## src/rtl/mux_wr_arbiter.sv

```systemverilog
// Round-robin write-back arbiter for seven sources sharing one register-bank
// write port. A grant opens a write window of WR_CYCLES cycles during which
// mux_sel/wr_addr are frozen. The next winner is chosen on the last window
// cycle, so back-to-back windows have no idle bubble.
module mux_wr_arbiter #(
  parameter int unsigned WR_CYCLES = 1
) (
  input  logic        clk,
  input  logic        reset,
  input  logic [6:0]  req,
  input  logic [34:0] wr_addr_i,
  output logic [6:0]  gnt,
  output logic [2:0]  mux_sel,
  output logic        reg_write,
  output logic [4:0]  wr_addr,
  output logic        busy
);

  typedef enum logic [0:0] {StIdle, StWrite} state_e;

  state_e      state_q, state_d;
  logic [1:0]  cnt_q, cnt_d;      // window cycles left after the current one
  logic [2:0]  rr_ptr_q, rr_ptr_d;
  logic [6:0]  gnt_q, gnt_d;
  logic [2:0]  sel_q, sel_d;
  logic [4:0]  addr_q, addr_d;
  logic        rw_q, rw_d;

  // Slot 7 is padding so an 8-entry index never runs off the end.
  logic [7:0][4:0] src_addr;
  assign src_addr = {5'd0, wr_addr_i};

  logic        win_found;
  logic [2:0]  win_idx;
  logic [3:0]  scan_idx;

  // Pick the first requester at or above rr_ptr, wrapping 6 -> 0.
  always_comb begin
    win_found = 1'b0;
    win_idx   = 3'd0;
    scan_idx  = 4'd0;
    for (int j = 0; j < 7; j++) begin
      scan_idx = {1'b0, rr_ptr_q} + 4'(j);
      if (scan_idx >= 4'd7) begin
        scan_idx = scan_idx - 4'd7;
      end
      if (!win_found && req[scan_idx[2:0]]) begin
        win_found = 1'b1;
        win_idx   = scan_idx[2:0];
      end
    end
  end

  // Next-state: hold the window, or arbitrate when idle / on the final window cycle.
  always_comb begin
    state_d  = state_q;
    cnt_d    = cnt_q;
    rr_ptr_d = rr_ptr_q;
    gnt_d    = 7'd0;
    sel_d    = sel_q;
    addr_d   = addr_q;
    rw_d     = rw_q;

    unique case (state_q)
      StIdle:  rw_d = 1'b0;
      StWrite: begin
        if (cnt_q != 2'd0) begin
          cnt_d = cnt_q - 2'd1;
        end else if (!win_found) begin
          state_d = StIdle;
          rw_d    = 1'b0;
        end
      end
      default: state_d = StIdle;
    endcase

    if (win_found && (state_q == StIdle || cnt_q == 2'd0)) begin
      state_d  = StWrite;
      cnt_d    = 2'(WR_CYCLES - 1);
      gnt_d    = 7'd1 << win_idx;
      sel_d    = win_idx;
      addr_d   = src_addr[win_idx];
      // Register 0 is hardwired; the window still runs but never writes.
      rw_d     = |src_addr[win_idx];
      rr_ptr_d = (win_idx == 3'd6) ? 3'd0 : win_idx + 3'd1;
    end
  end

  // State and output registers; reset aborts any window in flight.
  always_ff @(posedge clk or negedge reset) begin
    if (!reset) begin
      state_q  <= StIdle;
      cnt_q    <= 2'd0;
      rr_ptr_q <= 3'd0;
      gnt_q    <= 7'd0;
      sel_q    <= 3'd0;
      addr_q   <= 5'd0;
      rw_q     <= 1'b0;
    end else begin
      state_q  <= state_d;
      cnt_q    <= cnt_d;
      rr_ptr_q <= rr_ptr_d;
      gnt_q    <= gnt_d;
      sel_q    <= sel_d;
      addr_q   <= addr_d;
      rw_q     <= rw_d;
    end
  end

  assign gnt       = gnt_q;
  assign mux_sel   = sel_q;
  assign wr_addr   = addr_q;
  assign reg_write = rw_q;
  assign busy      = (state_q == StWrite);

endmodule

```

## config.mk

```make
export PLATFORM = sky130hd
export DESIGN_NAME = mux_wr_arbiter
export DESIGN_NICKNAME = d
export VERILOG_FILES = /design/src/rtl/mux_wr_arbiter.sv
export SDC_FILE = /design/constraint.sdc
export NUM_CORES = 1
export LEC_CHECK = 0
export ABC_AREA = 0
export CAP_MARGIN = 20
export CELL_PAD_IN_SITES_DETAIL_PLACEMENT = 0
export CELL_PAD_IN_SITES_GLOBAL_PLACEMENT = 1
export CORE_MARGIN = 3
export CORE_UTILIZATION = 36
export DETAILED_ROUTE_END_ITERATION = 7
export GPL_TIMING_DRIVEN = 0
export PLACE_DENSITY_LB_ADDON = 0.08
export SETUP_SLACK_MARGIN = 0.05
export SLEW_MARGIN = 20
export SYNTH_ARGS = -nofsm -noshare
export SYNTH_HDL_FRONTEND = slang
export SYNTH_SLANG_ARGS = --single-unit
```

## constraint.sdc

```tcl
create_clock -name clk -period 4.3 [get_ports clk]
set_input_delay 0.645 -clock clk [delete_from_list [all_inputs] [get_ports clk]]
set_output_delay 0.645 -clock clk [all_outputs]
set_load 0.01 [all_outputs]
```

==> impl_results.md <==
- Status: completed
- Largest net degree at the start of global routing: 23
- Core area: around 0.009 mm²
- CTS tree: built
- Num rows: 34
- Setup_tns: 0 ns
- Final Skew: between 0.0015 and 0.002 ns
- Clock latency on the worst-skew pair: between 0.2 and 0.3 ns
- Layout cell share with drive strength beyond 1: 33.5%
- DR pass1 iterations: 5
- Wire per inst: 19.0 µm
- Synthesized area per cell: 8.17 µm²
- Period minus WS final: 4.18 ns
- Setup crit end kind: flop
- Die width: 103 µm
- Worst Tran Pin Value: ~0.55 ns
- # setup viols final: 0
- GRT busiest layer: met2
- Synthesis Warnings: 0
- Fill count: 816
- Grt met3 use: 2.62%
- Final global-route overflow total: 0
- Sequential cell area fraction in the yosys report: 16.1%
- Initial antenna violation count: 0
- RD Place Congestion: 0.853
- Antenna fix cells: 0
- Final Cycle Share: 97.3%
- RSZ-0062 raised after global routing: yes
- Main combinational cell family by area after synthesis: compound AO/OA/AOI/OAI gates
- Post-Synth XOR/XNOR Area: 2.49%
- Bufs and invs on worst path: 4
- Slowest CP cell: or3b_2
- DRC Markers: 0
- Vias: 3744
- GR Util met2: 34.7%
- Synthesized cell area: 0.00342 mm²
- Synthesized netlist cell count: 418
- PortBufs: 56
- Hold WC Path Type: in -> async
- Synth Area in Compound Gates: 29.1%
- Number of synthesized flops with an enable pin: 0
- Starting DRC count in detailed routing: between 200 and 300
- DIE AREA: 0.0107 mm²
- Net Count, Synth: between 400 and 500
- Met1 GRT Util: between 30 and 40%
- CP most frequent cell: a2111oi_4
- P&R area growth vs syn: 49.1%
- Cts bufs inserted: 3
- FFs w/ async S/R, synth: 100%
- IO Count: 61
- CP max stage delay: 0.50 ns
- H-tree levels: 1
- Critical path peak fanout: 8
- Initial Util: a little under two fifths
- First-pass GRT wire length: 18600 µm
- CP required: 4.46 ns
- Synth Area in Adders: 6.08%
- Worst relative slew slack: 63.4%
- Crit Path Category: reg -> reg
- CP arrival: 4.34 ns
- CP delay by family, top: compound AO/OA/AOI/OAI gates
- ANT nets after route: 0
- Mux cell area share after synthesis: a little under an eighth
- Max_cap viols: 0
- Unique masters post-synth: 89
- Die Ht: a little over 100 µm
- Fin. Hold Viols: 0
- Ys flop type: dfrtp_1
- Worst setup SP type: flop
- Vias in the first global route: 3533
- Number of vias per cell: 5.85
- CTS clock-pin slew for the worst setup and hold paths: 0.08 ns
- FF+latch count, synth: 22
- Clock Root Buffer: clkbuf_8
- GRT Total Usage: about 22%
- Post-cts hold buffer count: 0
- WL final: 12200 µm
- Highest clock rate: 239 MHz
- Simple-gate area share of the yosys netlist: 27.2%
- # clock sinks: 22
- Pins Over Slew Limit: 0
- Final #Nets: 575
- Clock Tree Buf Depth: 2
- HPWL after DPL: 8710 µm
- CP Cell Sequence: clkinvlp_4, ha_4, buf_8, or3b_2, a21oi_4, a2111oi_4, buf_4, nor2_4, nor2_1, a211oi_4, o32ai_4, buf_12, and3_1, a2111oi_4, a211oi_2, a211o_1, o31a_1
==> timing repair <==
action                                  4_1_cts  5_1_grt
pin swaps                                    12       31
cloned                                        0        1
gates resized for setup                      49       75
hold endpoints to repair                      0        0
buffers inserted                             20       16
endpoints found under the setup margin       18        7
==> cells in the mapped netlist, drive strengths merged (4+ instances only) <==
| library cell | count | share of area [%] |
|---|---|---|
| clkbuf | 9 | 1.0 |
| a2bb2oi | 4 | 1.0 |
| or2 | 8 | 1.5 |
| mux2i | 23 | 6.7 |
| a211oi | 7 | 1.8 |
| nor3b | 5 | 1.4 |
| o211ai | 7 | 1.7 |
| nor2 | 31 | 3.6 |
| nand2b | 11 | 2.0 |
| a21boi | 4 | 0.88 |
| a31oi | 5 | 0.92 |
| dfrtp | 22 | 16 |
| mux2 | 8 | 2.7 |
| a21o | 5 | 1.1 |
| o21ai | 30 | 4.5 |
| o21a | 5 | 1.1 |
| a21oi | 17 | 2.7 |
| nor3 | 7 | 1.0 |
| a211o | 8 | 2.1 |
| buf | 23 | 4.7 |
| and3 | 10 | 1.8 |
| nand3 | 19 | 2.8 |
| xnor2 | 6 | 1.8 |
| a32o | 4 | 1.2 |
| inv | 15 | 1.7 |
| and2 | 6 | 1.2 |
| nand3b | 7 | 1.5 |
| nand2 | 36 | 4.2 |
| ha | 15 | 5.5 |
==> worst paths after layout <==
path	endpoint	cells after the start	slack (ns)	from
min	gnt[4]	1	0.33	reset
max in group asynchronous	rr_ptr_q[1]	1	3.62	reset
min in group clk	cnt_q[0]	1	0.49	cnt_q[0]
min reg2reg	cnt_q[0]	1	0.49	cnt_q[0]
max reg2reg	reg_write	17	0.12	rr_ptr_q[1]
max	reg_write	17	0.12	rr_ptr_q[1]
==> state kept, by name (all words and copies together) (netlist names) <==
signal,count
busy,1
gnt,7
reg_write,1
mux_sel,3
cnt_q,2
rr_ptr_q,3
wr_addr,5
==> area by class of cell <==
cell class	instances	area (µm²)	share of cell area (%)
Multi-Input combinational cell	348	3100	60.9
Timing Repair Buffer	93	878	17.2
Sequential cell	22	554	10.9
Buffer	31	248	4.86
Tap cell	126	158	3.10
Inverter	16	81.3	1.60
Clock buffer	3	41.3	0.811
Clock inverter	1	30.0	0.590
==> stage by stage <==
| step | utilization (%) | instances | hold WS, ns | cell area (µm²) | setup WS (ns) |
|---|---|---|---|---|---|
| after CTS | 51.2 | 624 | 0.495 | 4600 | 0.0509 |
| after detailed placement | 46.1 | 600 | 0.476 | 4140 | -0.822 |
| final | 56.7 | 640 | 0.326 | 5090 | 0.116 |
| after floorplan | - | 418 | 0.349 | 3420 | 0.0854 |
| after global routing | 56.7 | 640 | 0.369 | 5090 | -0.0416 |
| after global placement | 46.1 | 600 | 0.463 | 4140 | -0.807 |
==> layer usage <==
metal	routed length (µm)	vias up
met5	0	-
met4	126	0
met3	769	15
met2	5700	165
met1	5570	1800
li1	-	1764
==> cells by family after synthesis <==
| family | count (synthesis) |
|---|---|
| simple gates | 161 |
| compound gates | 129 |
| buf+inv | 48 |
| mux | 34 |
| flops | 22 |
| fa+ha+maj | 16 |
| xor+xnor | 8 |
==> cell usage in the layout, fill, tap and decap left out, types with 4 or more instances in the layout <==
cell type        Yosys  layout
and2_1               5       5
a21oi_1             15      10
buf_4                3      32
inv_1               13      11
mux2_4               1       4
nand2b_4             0       4
a211o_1              8       8
clkdlybuf4s50_1      0      55
a21oi_2              2       4
nand2_1             35      34
nand2b_1            11       7
mux2i_2              0       4
o21ai_0             28      22
mux2_2               7       4
dfrtp_1             22      19
nor2_1              29      26
nand3b_1             7       7
a21o_1               5       5
buf_8                0       5
and3_1              10       8
buf_2               14      11
nand3_1             19      18
clkbuf_2             1       5
o21a_1               5       5
mux2i_1             23      19
ha_1                15      10
nor3_1               7       5
xnor2_1              5       4
buf_6                6      11
nor3b_1              4       4
o21ai_1              1       6
o211ai_1             6       6
Power is left out: the tool's default activity adds up to more than one toggle a clock period on the data nets, which glitch-free logic cannot reach.
